File: src/rtl/rtl_unpack_datx4.sv
`default_nettype none
// +--------------------------------------------------------------------------+
// | rtl_unpack_datx4 : splits each packed 4-word beat into single words       |
// | Revision: 1.0                                                            |
// +--------------------------------------------------------------------------+
module rtl_unpack_datx4 #(
    parameter int WID = 32,
    parameter int NOB = 2,
    parameter int INF = 1
) (
    input  logic               clk,
    input  logic               rst,
    input  logic [WID*4-1:0]   idat,
    input  logic               ivld,
    input  logic               isop,
    input  logic               ieop,
    input  logic [INF-1:0]     iinf,
    input  logic [NOB+1:0]     inob,
    output logic               irdy,
    output logic [WID-1:0]     odat,
    output logic               ovld,
    output logic               osop,
    output logic               oeop,
    output logic [INF-1:0]     oinf,
    output logic [NOB-1:0]     onob,
    input  logic               ordy
);

    typedef enum logic [0:0] {
        S_IDLE = 1'b0,
        S_SEND = 1'b1
    } state_t;

    state_t             state_q, state_d;
    logic [1:0]         cnt_q, cnt_d;
    logic [1:0]         lst_q, lst_d;
    logic [WID*4-1:0]   dat_q, dat_d;
    logic               sop_q, sop_d;
    logic               eop_q, eop_d;
    logic [INF-1:0]     inf_q, inf_d;
    logic [NOB-1:0]     nob_q, nob_d;

    logic               w_busy;
    logic               w_xfer;
    logic               w_last;
    logic               w_acc;
    logic [WID-1:0]     w_word [4];

    // Word k sits left-aligned in the beat: word 0 occupies the top bits.
    generate
        for (genvar k = 0; k < 4; k++) begin : g_word
            assign w_word[k] = dat_q[WID*(4-k)-1 -: WID];
        end
    endgenerate

    assign w_busy = (state_q == S_SEND);
    assign w_xfer = w_busy & ordy;
    assign w_last = (cnt_q == lst_q);
    // Accept a new beat in the same cycle the final word leaves, so beats stream without a bubble.
    assign irdy   = ~w_busy | (w_xfer & w_last);
    assign w_acc  = ivld & irdy;

    assign ovld = w_busy;
    assign odat = w_word[cnt_q];
    assign osop = w_busy & sop_q & (cnt_q == 2'd0);
    assign oeop = w_busy & eop_q & w_last;
    assign oinf = inf_q;
    assign onob = w_last ? nob_q : {NOB{1'b1}};

    always_comb begin
        state_d = state_q;
        cnt_d   = cnt_q;
        lst_d   = lst_q;
        dat_d   = dat_q;
        sop_d   = sop_q;
        eop_d   = eop_q;
        inf_d   = inf_q;
        nob_d   = nob_q;
        if (w_acc) begin
            state_d = S_SEND;
            cnt_d   = 2'd0;
            lst_d   = inob[NOB+1:NOB];
            dat_d   = idat;
            sop_d   = isop;
            eop_d   = ieop;
            inf_d   = iinf;
            nob_d   = inob[NOB-1:0];
        end else if (w_xfer) begin
            if (w_last) begin
                state_d = S_IDLE;
            end else begin
                cnt_d = cnt_q + 2'd1;
            end
        end
    end

    always_ff @(posedge clk or negedge rst) begin
        if (!rst) begin
            state_q <= S_IDLE;
            cnt_q   <= 2'd0;
            lst_q   <= 2'd0;
            dat_q   <= '0;
            sop_q   <= 1'b0;
            eop_q   <= 1'b0;
            inf_q   <= '0;
            nob_q   <= '0;
        end else begin
            state_q <= state_d;
            cnt_q   <= cnt_d;
            lst_q   <= lst_d;
            dat_q   <= dat_d;
            sop_q   <= sop_d;
            eop_q   <= eop_d;
            inf_q   <= inf_d;
            nob_q   <= nob_d;
        end
    end

endmodule
`default_nettype wire

File: config.mk
export PLATFORM = sky130hd
export DESIGN_NAME = rtl_unpack_datx4
export DESIGN_NICKNAME = d
export VERILOG_FILES = /design/src/rtl/rtl_unpack_datx4.sv
export SDC_FILE = /design/constraint.sdc
export NUM_CORES = 1
export LEC_CHECK = 0
export CORE_MARGIN = 2
export CORE_UTILIZATION = 48
export DETAILED_ROUTE_END_ITERATION = 16
export PLACE_DENSITY = 0.86
export SLEW_MARGIN = 20
export SYNTH_ARGS = -nofsm -noshare
export SYNTH_HDL_FRONTEND = slang
export SYNTH_SLANG_ARGS = --single-unit
File: constraint.sdc
create_clock -name clk -period 1.9 [get_ports clk]
set_input_delay 0.38 -clock clk [delete_from_list [all_inputs] [get_ports clk]]
set_output_delay 0.38 -clock clk [all_outputs]
set_load 0.01 [all_outputs]
==> impl_metrics.json, run 1 <==
{
  "root_buffer": "clkbuf_16",
  "grt_overflow_total": 0,
  "ant_nets": 0,
  "reg2reg_depth": 9,
  "multi_input_area_um2": 2755,
  "diodes": 0,
  "drtIter0Drc": 301,
  "max-clock-path-buffers": 2,
  "drive_gt1_share_pct": 50.57,
  "p_sw_share_pct": 30.17,
  "place_hpwl_um": 10060,
  "violations": "negative setup slack",
  "dp_slack_ns": -0.2635,
  "first_global_vias": 4848,
  "fillers": 755,
  "rows": 41,
  "clock-sinks": 138,
  "drt-total-wl_um": 17420,
  "arrival_ns": 1.85,
  "drv_slew": 0,
  "period_minus_slack_ns": 2.231,
  "path_delay_family": "buffers and inverters",
  "placed_cell_area_um2": 8409,
  "leakagePower_uw": 0.004384,
  "finClkSkew_ns": 0.008074,
  "pwr-share-comb_pct": 54.3,
  "grt_start_max_net_pins": 64,
  "worst_slack_ns": -0.3309,
  "grt_pass1_wl_um": 25930,
  "final_area_um2": 9777,
  "max_stage_delay_ns": 0.45,
  "die_height_um": 118.5,
  "antenna_found_initial": 0,
  "path_max_fanout": 3,
  "min_path_type": "primary input to asynchronous set/reset pin",
  "yosysTopAreaCell": "dfrtp_1",
  "tightest_slew_ns": 0.3452,
  "final_common_cell": "clkdlybuf4s50_1",
  "synth_nets": 503,
  "cts_buffers": 17,
  "ys_top_cells_by_area": "dfrtp_1 (55%), mux2_4 (14%), mux2_2 (13%), mux4_2 (11%), buf_6 (1.6%)",
  "vdd_drop_max_mv": 0.9068,
  "cts_tree": "built",
  "powerDensity_nw_per_um2": 1896,
  "htreeDepth": 4,
  "wire_per_inst_um": 22.14,
  "vias_per_cell": 5.355,
  "die_w_um": 118.5,
  "area_delta_synth_final_pct": 55.29,
  "core_area_um2": 12720,
  "port_buffers": 177,
  "yosysWarnings": 0,
  "rsz0062_at_grt": "yes",
  "die-area_um2": 14050,
  "p_int_uw": 12950,
  "seq_area_um2": 3457,
  "seq_power_share_pct": 29.3,
  "hold_viol": 0,
  "cap_viol_max_count": 0,
  "num_vias": 4214,
  "clkTransAtPathRegs_ns": 0.05,
  "syn-instance-count": 363,
  "worstSkewPairLatency_ns": 0.41,
  "period_share_pct": 117.4,
  "cpMostUsedCell": "buf_6",
  "yosys_register_bits": 138,
  "endpoint_kind": "primary output",
  "layout_common_cells": "clkdlybuf4s50_1 (139), dfrtp_1 (135), mux2_2 (73)",
  "clock_power_share_pct": 16.4,
  "slew_headroom_pct": 76.99,
  "power.switching_uw": 5594,
  "worstSetupStartpointType": "flip-flop",
  "netlist_area_um2": 6296,
  "drc_errors": 0,
  "cp.depth": 7,
  "crit_type": "flip-flop to primary output",
  "gp_congestion": 0.8121,
  "slowest_stage": "dfrtp_2",
  "critPathBufInv": 4,
  "nets": 746,
  "yosysTopAreaCellShare_pct": 54.85,
  "fmax_ghz": 0.4483,
  "required_ns": 1.52,
  "tns_ns": -39.16,
  "first_pass_iters": 4,
  "avgSynthCellArea_um2": 17.34,
  "start_util_pct": 49.49,
  "gr-usage-all-layers_pct": 24.36,
  "yosysSeqAreaShare_pct": 54.85,
  "status": "finished, violations left",
  "synth_cell_types": 27,
  "pin_count": 178,
  "crit_chain": "buf_8 > xor2_4 > buf_6 > buf_6 > nor2_4 > and3_4 > buf_6",
  "setup_violations": 171
}
## layout make-up
type,count,share of cell area (%)
Tap cell,172,2.201
Clock buffer,25,5.068
Clock inverter,3,0.4095
Timing Repair Buffer,246,28.60
Sequential cell,138,35.36
Multi-Input combinational cell,199,28.18
Inverter,4,0.1792
## synth_stat cells
master,n
mux2i_1,1
o22ai_1,1
nor2_1,1
xnor2_2,1
nand3b_1,1
ha_1,1
xnor2_1,1
dfrtp_1,138
or3_1,2
a21oi_1,3
and3_1,2
o31ai_1,1
buf_6,9
buf_2,11
mux4_2,32
mux2_2,74
o21a_1,1
o21ai_0,4
nor3_1,1
mux2_4,59
nand2b_1,2
a22o_1,2
nand2_1,5
inv_1,4
o311ai_0,1
xor2_1,2
clkbuf_1,3
## final timing paths
path | start | end | slack, ns
setup / recovery | cnt_q[0] | oeop | -0.33
max in group asynchronous | rst | dat_q[105] | 0.80
min in group clk | dat_q[41] | dat_q[41] | 0.50
hold reg to reg | dat_q[41] | dat_q[41] | 0.50
setup reg to reg | cnt_q[0] | dat_q[72] | -0.27
hold / removal | rst | dat_q[122] | 0.45
## registers in the layout, summed over array words and instances (netlist names)
register,flops
ovld,1
oinf,1
cnt_q,2
dat_q,128
nob_q,2
eop_q,1
lst_q,2
sop_q,1
## what timing repair did
action / CTS / global route
endpoints found under the hold margin: 31 / 0
resized for setup: 206 / 50
hold buffers: 1 / 0
endpoints found under the setup margin: 99 / 171
pin swaps: 4 / 5
buffers inserted: 23 / 8
gates cloned: 8 / 9
## stage by stage
stage | power (uW) | hold slack, ns | std cells | utilization [%]
4_1_cts | 17460 | 0.4338 | 775 | 73.91
5_1_grt | 19410 | 0.4728 | 787 | 76.85
2_1_floorplan | 10280 | 0.08441 | 363 | -
3_3_place_gp | 12990 | 0.2923 | 715 | 66.10
3_5_place_dp | 13310 | 0.2945 | 715 | 66.10
6_report | 18540 | 0.4481 | 787 | 76.85
## per-layer routing
layer  up-vias  track usage (%)  wire length [um]
li1       1834                -                 -
met1      2190            29.18              6743
met2       168            41.45              9275
met3        22            7.095              1108
met4         0            9.449               296
met5         -                0                 0
## logic make-up after synthesis
logic type      after synthesis  synth area share [%]
mux                         166                 38.91
flops                       138                 54.85
buf+inv                      27                 2.901
simple gates                 14                 1.152
compound gates               13                 1.312
xor+xnor                      4                0.6758
fa+ha+maj                     1                0.1987
## power by group through the flow
stage | logic [uW] | registers, uW | clock network [uW]
final | 10100 | 5430 | 3050
after global routing | 10600 | 5600 | 3230
after CTS | 9010 | 5370 | 3080
after detailed placement | 7960 | 5360 | 0
after global placement | 7760 | 5240 | 0
after floorplan | 5250 | 5030 | 0
Power figures use the tool's default switching activity.
==> inputs of run 2 (changes only) <==
Settings changed: CORE_UTILIZATION 48 to 38, PLACE_DENSITY 0.86 to 0.72.
==> impl_metrics.json, run 2 (same netlist as run 1, synthesis figures left out) <==
{
  "rsz0062_at_grt": "yes",
  "die-area_um2": 17610,
  "vdd_drop_max_mv": 0.8628,
  "place_hpwl_um": 9976,
  "tightest_slew_ns": 0.3355,
  "finClkSkew_ns": 0.007330,
  "worst_slack_ns": -0.2812,
  "grt_overflow_total": 0,
  "reg2reg_depth": 9,
  "grt_pass1_wl_um": 26300,
  "worstSetupStartpointType": "flip-flop",
  "drt-total-wl_um": 16420,
  "cts_buffers": 17,
  "htreeDepth": 4,
  "hold_viol": 0,
  "grt_start_max_net_pins": 46,
  "port_buffers": 177,
  "max_stage_delay_ns": 0.52,
  "antenna_found_initial": 0,
  "arrival_ns": 1.80,
  "root_buffer": "clkbuf_16",
  "crit_chain": "buf_6 > buf_12 > mux4_2 > buf_2",
  "drc_errors": 0,
  "timing.rr.start": "cnt_q[0]",
  "ant_nets": 0,
  "die_height_um": 132.7,
  "setup_violations": 170,
  "path_max_fanout": 8,
  "crit_type": "flip-flop to primary output",
  "gp_congestion": 0.7449,
  "drtIter0Drc": 136,
  "first_pass_iters": 4,
  "endpoint_kind": "primary output",
  "clock-sinks": 138,
  "p_total_uw": 19080,
  "largest_reg_flops": 128,
  "slew_headroom_pct": 77.63,
  "cap_viol_max_count": 0,
  "required_ns": 1.52,
  "die_w_um": 132.7,
  "final_common_cell": "clkdlybuf4s50_1",
  "diodes": 0,
  "final-instance-count-excl-fill": 836,
  "period_minus_slack_ns": 2.181,
  "placedCellCount": 762,
  "max-clock-path-buffers": 2,
  "cts_tree": "built",
  "layout_common_cells": "clkdlybuf4s50_1 (139), dfrtp_1 (135), mux2_4 (67)",
  "final_area_um2": 10050,
  "gr-usage-all-layers_pct": 19.63,
  "top_register": "dat_q",
  "core_area_um2": 16410,
  "r2r_end": "dat_q[77]",
  "rrSetupSlack_ns": -0.20,
  "start_util_pct": 38.37,
  "area_delta_synth_final_pct": 59.62,
  "num_vias": 4076,
  "vias_per_cell": 4.876,
  "nets": 743,
  "clkTransAtPathRegs_ns": 0.06,
  "fmax_ghz": 0.4585,
  "drv_slew": 0,
  "worstSkewPairLatency_ns": 0.42,
  "pin_count": 178,
  "period_share_pct": 114.8,
  "slowest_stage": "mux4_2",
  "placed_cell_area_um2": 8512,
  "rows": 47,
  "powerDensity_nw_per_um2": 1898,
  "drive_gt1_share_pct": 51.46,
  "wire_per_inst_um": 19.64,
  "violations": "negative setup slack",
  "status": "finished, violations left",
  "min_path_type": "primary input to asynchronous set/reset pin",
  "first_global_vias": 4665,
  "leakagePower_uw": 0.004466
}
## run 2: cell count changes in the layout (fill, tap and decap cells not counted), sizes merged
| cell | change |
|---|---|
| buf | +2 |
| bufbuf | +1 |
| bufinv | +2 |
| o21a | +1 |
| clkinvlp | +3 |
| inv | -1 |
| clkbuf | -10 |
| clkinv | +3 |
## run 2: layout make-up
class / count / area [um^2]
timing repair buffer: 242 / 2848
multi-input combinational: 200 / 2818
clock buffer: 22 / 484.2
fill: 1172 / 6357
inverter: 4 / 27.53
sequential: 138 / 3457
clock inverter: 10 / 140.1
tap: 220 / 275.3
## run 2: worst max path at each step
stage                     endpoint  slack, ns  startpoint
after floorplan            odat[0]       0.04    cnt_q[0]
after global placement        irdy      -0.19        ordy
after detailed placement      irdy      -0.20        ordy
after CTS                  odat[2]      -0.31    cnt_q[0]
after global routing       odat[2]      -0.34    cnt_q[0]
final                      odat[7]      -0.28    cnt_q[0]
## run 2: layer usage
layer  vias up  track usage [%]  wire length (um)  share of wire [%]
met4         0            5.436               150               0.91
met2       116            31.92              8360                 51
met3        10            5.057               741                4.5
li1       1841                -                 -                  -
met5         -                0                 0                  0
met1      2109            26.21              7171                 44
## run 2: power breakdown
part | internal, uW | switching (uW) | total [uW]
registers | 4490 | 842 | 5330
clock network | 2200 | 1270 | 3480
logic | 6760 | 3510 | 10300
total | 13400 | 5630 | 19100
## run 2: through the flow
step / util, % / worst slack, ns / hold slack [ns] / setup TNS (ns)
3_5_place_dp: 51.88 / -0.1954 / 0.2922 / -24.43
5_1_grt: 61.25 / -0.3392 / 0.4336 / -38.52
2_1_floorplan: - / 0.04194 / 0.08441 / 0
4_1_cts: 60.38 / -0.3108 / 0.4171 / -25.81
3_3_place_gp: 51.88 / -0.1898 / 0.2889 / -20.91
6_report: 61.25 / -0.2812 / 0.4188 / -29.44
## run 2: worst max-delay path, delay by kind of cell, from the launching register on
family	cells	cell delay [ns]
buf+inv	3	0.46
mux	1	0.52
flops	1	0.40
## run 2: repair_timing
action | in CTS | in global routing
buffers inserted | 25 | 7
gates cloned | 18 | 1
hold buffers | 1 | 0
setup endpoints to repair | 158 | 171
pin swaps | 7 | 6
resized for setup | 232 | 40
hold endpoints to repair | 30 | 0
==> inputs of run 3 (changes only) <==
Settings changed: CORE_UTILIZATION 38 to 36, PLACE_DENSITY 0.72 to 0.69.
==> impl_metrics.json, run 3 (same netlist as run 1, synthesis figures left out) <==
{
  "powerDensity_nw_per_um2": 1857,
  "drtIter0Drc": 127,
  "core_area_um2": 17180,
  "rsz0062_at_grt": "yes",
  "hold_viol": 0,
  "gp_congestion": 0.7903,
  "drv_slew": 0,
  "rows": 48,
  "cap_viol_max_count": 0,
  "ant_nets": 0,
  "endpoint_kind": "primary output",
  "grt_start_max_net_pins": 45,
  "clock_power_share_pct": 16.7,
  "worstSetupStartpointType": "flip-flop",
  "drt-total-wl_um": 16880,
  "leakagePower_uw": 0.004459,
  "startpoint": "cnt_q[0]",
  "gr-usage-all-layers_pct": 17.49,
  "required_ns": 1.52,
  "grt_overflow_total": 0,
  "first_pass_iters": 5,
  "worstSkewPairLatency_ns": 0.41,
  "p_int_uw": 13040,
  "status": "finished, violations left",
  "power.switching_uw": 5524,
  "largest_reg_flops": 128,
  "slew_headroom_pct": 73.80,
  "place_hpwl_um": 10150,
  "nets": 750,
  "setup_violations": 170,
  "violations": "negative setup slack",
  "port_buffers": 177,
  "die_w_um": 136.2,
  "tns_ns": -33.50,
  "num_vias": 4110,
  "wire_per_inst_um": 19.93,
  "clkTransAtPathRegs_ns": 0.06,
  "crit_type": "flip-flop to primary output",
  "diodes": 0,
  "arrival_ns": 1.85,
  "clock-sinks": 138,
  "final_common_cell": "clkdlybuf4s50_1",
  "fmax_ghz": 0.4489,
  "min_path_type": "primary input to asynchronous set/reset pin",
  "cts_tree": "built",
  "seq_power_share_pct": 28.9,
  "max-clock-path-buffers": 2,
  "die_height_um": 136.2,
  "die-area_um2": 18560,
  "vias_per_cell": 4.852,
  "worst_slack_ns": -0.3274,
  "top_register": "dat_q",
  "p_sw_share_pct": 29.76,
  "period_share_pct": 117.2,
  "root_buffer": "clkbuf_16",
  "htreeDepth": 4,
  "drive_gt1_share_pct": 51.29,
  "antenna_found_initial": 0,
  "layout_common_cells": "clkdlybuf4s50_1 (138), dfrtp_1 (135), mux2_2 (70)",
  "first_global_vias": 4475,
  "finClkSkew_ns": 0.006577,
  "path_max_fanout": 6,
  "timing.rr.start": "cnt_q[0]",
  "period_minus_slack_ns": 2.227,
  "pwr-share-comb_pct": 54.4,
  "drc_errors": 0,
  "start_util_pct": 36.66,
  "tightest_slew_ns": 0.3930,
  "grt_pass1_wl_um": 24250,
  "p_total_uw": 18560,
  "pin_count": 178,
  "area_delta_synth_final_pct": 58.72,
  "vdd_drop_max_mv": 0.9492,
  "cts_buffers": 17
}
-- run 3: cell types whose count changed in the layout (fill, tap and decap cells not counted), sizes merged --
cell,previous run,this run
buf,100,99
bufbuf,1,0
bufinv,3,1
clkbuf,23,36
clkdlybuf4s50,139,138
clkinv,5,3
dlymetal6s2s,0,1
inv,3,4
o21a,3,1
-- run 3: area by class of cell --
cell class / count / area [um^2]
repair buffers: 251 / 2922
well taps: 225 / 281.5
clock inverters: 7 / 67.56
clock buffers: 24 / 481.7
fillers: 1367 / 7183
flip-flops and latches: 138 / 3460
inverters: 4 / 17.52
multi-input cells: 198 / 2764
-- run 3: worst paths after layout --
kind / end / slack (ns) / cells past startpoint
setup / recovery: odat[11] / -0.33 / 4
hold / removal: oinf / 0.44 / 2
setup reg to reg: dat_q[78] / -0.28 / 9
hold reg to reg: dat_q[41] / 0.50 / 1
max in group asynchronous: dat_q[117] / 0.87 / 3
min in group clk: dat_q[41] / 0.50 / 1
-- run 3: power by group through the flow --
stage	Combinational (uW)	Sequential (uW)	Clock [uW]
global placement	7770	5250	0
global route	10700	5550	3340
floorplan	5250	5030	0
detailed placement	7920	5360	0
CTS	8900	5340	3170
finish	10100	5360	3100
-- run 3: stage by stage --
step	std cells	hold slack [ns]	setup WS, ns	cell area, um^2	util, %
finish	847	0.4431	-0.3274	9993	58.18
floorplan	363	0.08441	0.04194	6296	-
CTS	827	0.4449	-0.3851	9468	55.12
global route	847	0.4659	-0.3737	9993	58.18
detailed placement	766	0.3209	-0.3062	8473	49.33
global placement	766	0.3097	-0.2962	8473	49.33
-- run 3: what timing repair did --
action / in CTS / in global routing
setup endpoints to repair: 88 / 172
endpoints found under the hold margin: 35 / 0
setup buffers: 21 / 14
resized for setup: 192 / 61
gates cloned: 8 / 14
hold buffers: 1 / 0
pin swaps: 1 / 5
-- run 3: per-layer routing --
| layer | vias to the layer above | part of all wire (%) | GRT usage [%] |
|---|---|---|---|
| met5 | - | 0 | 0 |
| met4 | 0 | 0.68 | 4.630 |
| met3 | 13 | 5.1 | 5.369 |
| met2 | 116 | 52 | 29.20 |
| met1 | 2133 | 43 | 22.12 |
| li1 | 1848 | - | - |
-- run 3: critical path, cell delays in order, from the launching register on --
cell and delay [ns]:
dfrtp_4 0.53, buf_4 0.16, buf_12 0.13, mux4_2 0.46, buf_6 0.15
